### src/rtl/pc_pkg.sv
// -----------------------------------------------------------------------------
// pc_pkg
// Shared constants for the IF-stage fetch program-counter generator.
//   DEF_ADDR_W     : default fetch address width
//   DEF_RESET_VEC  : default first fetch address after reset
//   DEF_INST_BYTES : default PC increment (power of two, >= 1)
//   DEF_NUM_RD     : default number of redirect channels
//   STALL_W        : width of the pipeline stall vector
//   STALL_IF       : index of the IF stall bit inside the stall vector
// -----------------------------------------------------------------------------
package pc_pkg;
    localparam int          DEF_ADDR_W     = 32;
    localparam logic [31:0] DEF_RESET_VEC  = 32'h0000_0000;
    localparam int          DEF_INST_BYTES = 4;
    localparam int          DEF_NUM_RD     = 2;
    localparam int          STALL_W        = 6;
    localparam int          STALL_IF       = 0;
endpackage

### src/rtl/pc_gen_rd_arb.sv
// -----------------------------------------------------------------------------
// rd_arb
// Purely combinational fixed-priority arbiter over the redirect channels.
// Channel 0 has the highest priority. The winning target is aligned to
// INST_BYTES by clearing its low bits; any set bit that was cleared raises
// win_misaligned.
// Ports:
//   rd_valid       in  NUM_RD          per-channel request
//   rd_addr        in  NUM_RD*ADDR_W   packed targets, channel i at [i*ADDR_W +: ADDR_W]
//   win_valid      out 1               some channel is requesting
//   win_addr       out ADDR_W          aligned target of the winning channel
//   win_misaligned out 1               winner's target had nonzero low bits
// -----------------------------------------------------------------------------
module rd_arb #(
    parameter int ADDR_W     = 32,
    parameter int INST_BYTES = 4,
    parameter int NUM_RD     = 2
) (
    input  logic [NUM_RD-1:0]        rd_valid,
    input  logic [NUM_RD*ADDR_W-1:0] rd_addr,
    output logic                     win_valid,
    output logic [ADDR_W-1:0]        win_addr,
    output logic                     win_misaligned
);
    // INST_BYTES is a power of two, so INST_BYTES-1 covers exactly the
    // offset bits (empty mask when INST_BYTES == 1).
    localparam logic [ADDR_W-1:0] LOW_MASK = ADDR_W'(INST_BYTES - 1);

    logic [ADDR_W-1:0] ch_addr [NUM_RD];
    logic [ADDR_W-1:0] raw_addr;

    for (genvar gi = 0; gi < NUM_RD; gi++) begin : g_unpack
        assign ch_addr[gi] = rd_addr[gi*ADDR_W +: ADDR_W];
    end

    // Scan from the lowest priority upward so the last hit (lowest index)
    // is the one that sticks.
    always_comb begin
        win_valid = 1'b0;
        raw_addr  = '0;
        for (int i = NUM_RD - 1; i >= 0; i--) begin
            if (rd_valid[i]) begin
                win_valid = 1'b1;
                raw_addr  = ch_addr[i];
            end
        end
    end

    assign win_addr       = raw_addr & ~LOW_MASK;
    assign win_misaligned = win_valid && ((raw_addr & LOW_MASK) != '0);
endmodule

### src/rtl/pc_gen.sv
// -----------------------------------------------------------------------------
// pc_gen
// Fetch program-counter generator for the IF stage. Issues a new fetch
// address every unstalled cycle, arbitrates prioritised redirects, holds a
// redirect that arrives during an IF stall until the stall clears, and
// pulses flush_if whenever the fetch stream is redirected.
// Ports:
//   clk        in  1               clock, rising edge
//   rst        in  1               asynchronous active-low reset
//   stall      in  STALL_W         pipeline stall vector, only the IF bit is used
//   rd_valid   in  NUM_RD          per-channel redirect request
//   rd_addr    in  NUM_RD*ADDR_W   packed redirect targets
//   pc         out ADDR_W          current fetch address
//   ce         out 1               fetch enable
//   flush_if   out 1               one-cycle pulse after a redirect is applied
//   rd_pending out 1               a captured redirect awaits the stall release
//   misaligned out 1               one-cycle pulse: applied/captured target was unaligned
// -----------------------------------------------------------------------------
module pc_gen
    import pc_pkg::*;
#(
    parameter int                ADDR_W     = DEF_ADDR_W,
    parameter logic [ADDR_W-1:0] RESET_VEC  = ADDR_W'(DEF_RESET_VEC),
    parameter int                INST_BYTES = DEF_INST_BYTES,
    parameter int                NUM_RD     = DEF_NUM_RD
) (
    input  logic                     clk,
    input  logic                     rst,
    input  logic [STALL_W-1:0]       stall,
    input  logic [NUM_RD-1:0]        rd_valid,
    input  logic [NUM_RD*ADDR_W-1:0] rd_addr,
    output logic [ADDR_W-1:0]        pc,
    output logic                     ce,
    output logic                     flush_if,
    output logic                     rd_pending,
    output logic                     misaligned
);
    logic [ADDR_W-1:0] pc_reg;
    logic [ADDR_W-1:0] pend_addr_reg;
    logic              ce_reg;
    logic              flush_reg;
    logic              pending_reg;
    logic              mis_reg;

    logic              win_valid;
    logic [ADDR_W-1:0] win_addr;
    logic              win_misaligned;
    logic              stall_if;
    logic              unused_stall;

    assign stall_if     = stall[STALL_IF];
    // Only the IF bit matters here; the rest of the vector is ignored.
    assign unused_stall = |stall;

    rd_arb #(
        .ADDR_W     (ADDR_W),
        .INST_BYTES (INST_BYTES),
        .NUM_RD     (NUM_RD)
    ) u_rd_arb (
        .rd_valid       (rd_valid),
        .rd_addr        (rd_addr),
        .win_valid      (win_valid),
        .win_addr       (win_addr),
        .win_misaligned (win_misaligned)
    );

    always_ff @(posedge clk or negedge rst) begin
        if (!rst) begin
            pc_reg        <= RESET_VEC;
            pend_addr_reg <= '0;
            ce_reg        <= 1'b0;
            flush_reg     <= 1'b0;
            pending_reg   <= 1'b0;
            mis_reg       <= 1'b0;
        end else begin
            flush_reg <= 1'b0;
            mis_reg   <= 1'b0;
            if (!ce_reg) begin
                // First edge out of reset only enables fetch; inputs ignored.
                ce_reg <= 1'b1;
            end else if (win_valid) begin
                mis_reg <= win_misaligned;
                if (!stall_if) begin
                    pc_reg      <= win_addr;
                    flush_reg   <= 1'b1;
                    pending_reg <= 1'b0;
                end else begin
                    // Newest winner replaces any older captured target.
                    pend_addr_reg <= win_addr;
                    pending_reg   <= 1'b1;
                end
            end else if (pending_reg && !stall_if) begin
                pc_reg      <= pend_addr_reg;
                flush_reg   <= 1'b1;
                pending_reg <= 1'b0;
            end else if (!stall_if) begin
                pc_reg <= pc_reg + ADDR_W'(INST_BYTES);
            end
        end
    end

    assign pc         = pc_reg;
    assign ce         = ce_reg;
    assign flush_if   = flush_reg;
    assign rd_pending = pending_reg;
    assign misaligned = mis_reg;
endmodule
### config.mk
export PLATFORM = sky130hd
export DESIGN_NAME = pc_gen
export DESIGN_NICKNAME = d
export VERILOG_FILES = /design/src/rtl/pc_pkg.sv /design/src/rtl/pc_gen_rd_arb.sv /design/src/rtl/pc_gen.sv
export SDC_FILE = /design/constraint.sdc
export NUM_CORES = 1
export LEC_CHECK = 0
export ABC_CLOCK_PERIOD_IN_PS = 4900
export CORE_MARGIN = 1.5
export CORE_UTILIZATION = 53
export CTS_BUF_LIST = sky130_fd_sc_hd__clkbuf_8
export CTS_CLUSTER_DIAMETER = 80
export CTS_CLUSTER_SIZE = 14
export DETAILED_ROUTE_END_ITERATION = 6
export GPL_TIMING_DRIVEN = 0
export PLACE_DENSITY = 0.88
export SYNTH_ARGS = -nofsm -noshare
export SYNTH_HDL_FRONTEND = slang
export SYNTH_SLANG_ARGS = --single-unit
### constraint.sdc
create_clock -name clk -period 4.9 [get_ports clk]
set_input_delay 0.98 -clock clk [delete_from_list [all_inputs] [get_ports clk]]
set_output_delay 0.98 -clock clk [all_outputs]
set_load 0.01 [all_outputs]
* Yosys cells after proc, flatten, opt, wreduce, memory -nomap -nowiden
Cells that the tools add are included.
Storage, ports and cells: register bits 66, bits in latches 0, memory bits (writable) 0, bits in read-only memories 0, bits of input ports 74, output and inout bits 36, logic and storage cells 34, memories kept 0
Cells by class: $add $sub $neg 1, multiply operators 0, divide/modulo/power cells 0, magnitude comparators 0, eq/ne operators 2, shift-type cells 0, muxes and demuxes 17, bitwise operators 0, reduce and logical (&&, ||, !) cells 8
Operator list (number):
- 2-to-1 mux 32 bit | 6
- adder 32 x 3 -> 32 bit (second input constant) | 1
- nonzero test 32 bit | 1
- 2-to-1 mux 1 bit | 11
- AND reduction 3 bit | 2
- logical AND 1 bit | 2
- != test 2 x 1 -> 1 bit (second input constant) | 1
- != test 2 bit (second input constant) | 1
- AND reduction 2 bit | 1
- nonzero test 2 bit | 1
- zero test 1 bit | 1

* Longest topological paths before layout
depth in word-level cells 6, gate-level depth with buffers 8, depth with buffers taken out 6

* By module
Synthesis repeated with hierarchy kept, for this count alone.
Second synthesis, totals: cell total of the unflattened synthesis 457, area total of the unflattened synthesis 4124.0 um^2
By module, submodules not included:
- pc_gen | instances 1, cells an instance 408, area an instance 3732.3 um^2, sequential area each 1701.6 um^2
- rd_arb | instances 1, cells an instance 49, area an instance 391.6 um^2, sequential area each 0.0 um^2

* Worst setup path after synthesis
OpenSTA, ideal clock, no wires.
kind in2reg, start point input port rd_valid[0], end point register pc_reg[27] (netlist: pc[27]), library setup time 0.070 ns, data arrival time 2.272 ns, required time 4.830 ns, slack 2.558 ns, cell stages on the path 5, buffers on the path 1, cells stage by stage clkbuf_1 nor4b_2 nand2_1 o31a_1 nand3_1
Between the ends: word-level cells in the longest chain between the ends 3, elaborated cells between the ends (all ways) 6, classes of those cells eq/ne: 1; mux: 4; reduce/logical: 1
Ends and longest elaborated chain:
- start, declared | RTL line pc_gen.sv:30 | input logic [NUM_RD-1:0] rd_valid,
- 2-to-1 mux 1 bit or 2-to-1 mux 32 bit (tied branches) | RTL line pc_gen_rd_arb.sv:42 | if (rd_valid[i]) begin
- != test 2 bit (no source line) or 2-to-1 mux 32 bit (tied branches)
- AND reduction 3 bit (no source line) or 2-to-1 mux 32 bit (tied branches)
- end signal, assigned | RTL line pc_gen.sv:84 | pc_reg <= win_addr;
- end signal, assigned | RTL line pc_gen.sv:93 | pc_reg <= pend_addr_reg;
- end signal, assigned | RTL line pc_gen.sv:97 | pc_reg <= pc_reg + ADDR_W'(INST_BYTES);
- end, declared | RTL line pc_gen.sv:38 | logic [ADDR_W-1:0] pc_reg;
Parallel ways exist; a longest one is shown, timed or not. The select of a mux whose other input is x is not followed. A chain may end at the register's enable or synchronous reset.

* Worst setup path after layout
start point input port rd_valid[1], end point register pc_reg[25] (netlist: pc[25])
Between the ends: word-level cells in the longest chain between the ends 4, elaborated cells between the ends (all ways) 8, classes of those cells eq/ne: 1; mux: 6; reduce/logical: 1
Ends and longest elaborated chain (RTL line):
- 2-to-1 mux 1 bit or 2-to-1 mux 32 bit (tied branches) (2 in a row) | pc_gen_rd_arb.sv:42
- != test 2 bit (no source line) or 2-to-1 mux 32 bit (tied branches)
- AND reduction 3 bit (no source line) or 2-to-1 mux 32 bit (tied branches)
Parallel ways exist; a longest one is shown, timed or not. The select of a mux whose other input is x is not followed.

==> impl_metrics.tcl <==
set metrics [dict create \
    dr.pass1.iters 7 \
    io_pins 110 \
    cts_tree "built" \
    fillCellCount 482 \
    holdPathStages 2 \
    crit_path_max_incr_delay_ns 0.96 \
    hold_path_class "flop to flop" \
    cts_resized 0 \
    synth_cell_types 49 \
    syn_avg_cell_area_um2 8.54 \
    post_cts_buffers 0 \
    clk_pin_slew_ns 0.06 \
    critPathKind "primary input to flop" \
    core_area_um2 6720 \
    slew_headroom 0.300 \
    die_y_um 86.1 \
    synthArstFlopShare 1.00 \
    grt_pass1_wl_um 19200 \
    drv_slew 0 \
    grt_start_max_net_pins 65 \
    clk_latency_ns 0.34 \
    rsz0062_at_grt "no" \
    ant_nets 0 \
    wl_um 12000 \
    grt-ovfl-total 0 \
    portBuffers 101 \
    clkSinkCount 64 \
    fp.dieW_um 86.1 \
    track_usage 0.335 \
    gp_congestion 0.900 \
    setup_ws_ns 1.67 \
    crit_path_max_fanout 10 \
    max_freq_mhz 309 \
    numCtsBuffers 9 \
    via_per_inst 6.40 \
    crit_chain "clkdlybuf4s50_1 -> nor4b_2 -> nand2_1 -> clkbuf_1 -> o21ai_1" \
    skew_ns 0.00836 \
    power.leakage_nw 1.97 \
    grt_pass1_vias 3918 \
    synth_area_um2 3660 \
    drv_cap 0 \
    drtIter0Drc 485 \
    start_util 0.545 \
    totalNegativeSetupSlack_ns 0 \
    num-nets-final 617 \
    power_per_cell_area_nw_per_um2 304 \
    die_area_um2 7420 \
    clock_path_buffers 2 \
    setup_viol 0 \
    final_hold_viol_count 0 \
    violations "DRC" \
    num_antenna_cells 0 \
    required_ns 5.16 \
    worstSetupStartpointType "primary input" \
    run_status "complete, but fails checks" \
    total_power_w 0.00150 \
    synth_cells 429 \
    antenna_found_initial 0 \
    worstMarginPinSlew_ns 1.05 \
    postCtsHoldBufs 0 \
    vias 4003 \
    ir_worst_vdd_mv 0.171 \
    endpoint_kind "flop" \
    clock_tree.htree_level_count 3 \
    root_buffer "clkbuf_8" \
    slowest_stage "nor4b_2" \
    drcViolationCount 1 \
    drive_above_1_share 0.0385 \
    ys_warn_count 0 \
    ys.flop_type "dfrtp_1" \
    synth_seq_cells 64 \
    rr_worst_depth 4 \
    dpl.hpwl_um 8380 \
    num_rows 30 \
    wl_per_cell_um 19.2 \
    fin_crit_ns 3.23 \
    finalCritPeriodShare 0.660 \
    cp.arrival_ns 3.49 \
    place_ws_ns 1.45 \
    area_growth_pct 34.6 \
    synth-edff-count 0 \
    ys_seq_area_frac 0.437 \
]
## power breakdown
group / switching (W) / total [W] / internal [W] / leakage [nW]
Sequential: 0.0000977 / 0.000707 / 0.000610 / 0.799
Combinational: 0.000198 / 0.000410 / 0.000212 / 1.08
Clock: 0.000193 / 0.000379 / 0.000185 / 0.0918
Total: 0.000489 / 0.00150 / 0.00101 / 1.97
## final timing paths
kind / from / slack, ns / to
max in group asynchronous: rst / 3.64 / pend_addr_reg[20]$_DFFE_PN0P_
min reg2reg: pend_addr_reg[23]$_DFFE_PN0P_ / 0.49 / pend_addr_reg[23]$_DFFE_PN0P_
max: rd_valid[1] / 1.67 / pc[25]$_DFFE_PN0P_
min in group asynchronous: rst / 0.73 / pend_addr_reg[15]$_DFFE_PN0P_
min: pend_addr_reg[23]$_DFFE_PN0P_ / 0.49 / pend_addr_reg[23]$_DFFE_PN0P_
max reg2reg: ce$_DFF_PN0_ / 2.39 / pc[25]$_DFFE_PN0P_
## layer usage
layer	vias up	GRT usage	share of wire
met5	-	0	0
met4	0	0.151	0.036
met3	45	0.0539	0.087
met2	257	0.552	0.48
met1	1908	0.436	0.40
li1	1793	-	-
## critical path: cells and delay by family
family | cells | cell delay (ns)
buffers and inverters | 2 | 0.88
AO/OA/AOI/OAI | 1 | 0.22
AND/OR/NAND/NOR | 2 | 1.41
## synth_stat cells, drive strengths merged (2+ instances only)
cell type / instances / area, µm²
o21ai: 65 / 325
dfrtp: 64 / 1600
nand2: 59 / 221
nor2: 38 / 143
clkbuf: 26 / 97.6
a22oi: 24 / 180
nand3: 23 / 128
a21oi: 15 / 75.1
xor2: 13 / 114
a221oi: 10 / 87.6
a31oi: 10 / 62.6
and3: 9 / 56.3
nand4: 8 / 50.1
and4: 6 / 53.8
xnor2: 6 / 52.6
buf: 5 / 26.3
nor3: 5 / 25.0
o221ai: 4 / 35.0
or2: 4 / 25.0
and2: 3 / 18.8
nor2b: 3 / 18.8
nor4: 3 / 33.8
nor4b: 3 / 47.5
a221o: 2 / 20.0
conb: 2 / 7.51
mux2i: 2 / 20.0
nand2b: 2 / 12.5
o31a: 2 / 17.5
## placed cells by master (no fill, tap or decap), types with 2 or more instances in the layout
| cell | count |
|---|---|
| clkbuf_8 | 10 |
| a21oi_1 | 15 |
| a221oi_1 | 10 |
| xor2_1 | 13 |
| o221ai_1 | 4 |
| buf_4 | 3 |
| or2_1 | 2 |
| buf_1 | 3 |
| nand2_1 | 59 |
| clkdlybuf4s50_1 | 100 |
| nor3_1 | 5 |
| and4_1 | 5 |
| and2_1 | 3 |
| xnor2_1 | 6 |
| clkbuf_1 | 26 |
| nand2b_1 | 2 |
| o21ai_1 | 13 |
| a22oi_1 | 24 |
| a221o_1 | 2 |
| o31a_1 | 2 |
| and3_1 | 9 |
| a31oi_1 | 10 |
| dfrtp_1 | 64 |
| nor2_1 | 38 |
| o21ai_0 | 52 |
| nand4_1 | 8 |
| nor2b_1 | 3 |
| mux2i_1 | 2 |
| or2_2 | 2 |
| nor4_1 | 2 |
| inv_1 | 4 |
| nand3_1 | 22 |
| conb_1 | 3 |
## area by class of cell
cell class | instances | area (µm²) | share of cell area
Buffer | 31 | 124 | 0.0251
Clock buffer | 10 | 138 | 0.0279
Clock inverter | 4 | 16.3 | 0.00330
Inverter | 1 | 3.75 | 0.000762
Multi-Input combinational cell | 334 | 1940 | 0.393
Sequential cell | 64 | 1600 | 0.325
Tap cell | 80 | 100 | 0.0203
Timing Repair Buffer | 101 | 1010 | 0.205
## kinds of logic (layout without fill, tap and decap cells)
logic type | count (synthesis) | in the layout | synth area share
flip-flops | 64 | 64 | 0.437
multiplexers | 2 | 2 | 0.00547
XOR/XNOR | 19 | 19 | 0.0454
other | 2 | 3 | 0.00205
buffers and inverters | 32 | 147 | 0.0348
adder cells (fa/ha/maj) | 1 | 1 | 0.00342
AO/OA/AOI/OAI | 140 | 140 | 0.238
AND/OR/NAND/NOR | 169 | 169 | 0.233
## through the flow
step           hold slack [ns]  area [µm²]  cells   util
2_1_floorplan            0.445        3670    430      -
3_3_place_gp             0.460        4780    611  0.711
3_5_place_dp             0.471        4770    611  0.711
4_1_cts                  0.488        4930    625  0.734
5_1_grt                  0.508        4930    625  0.734
6_report                 0.489        4930    625  0.734
(Power assumes the default switching activity.)
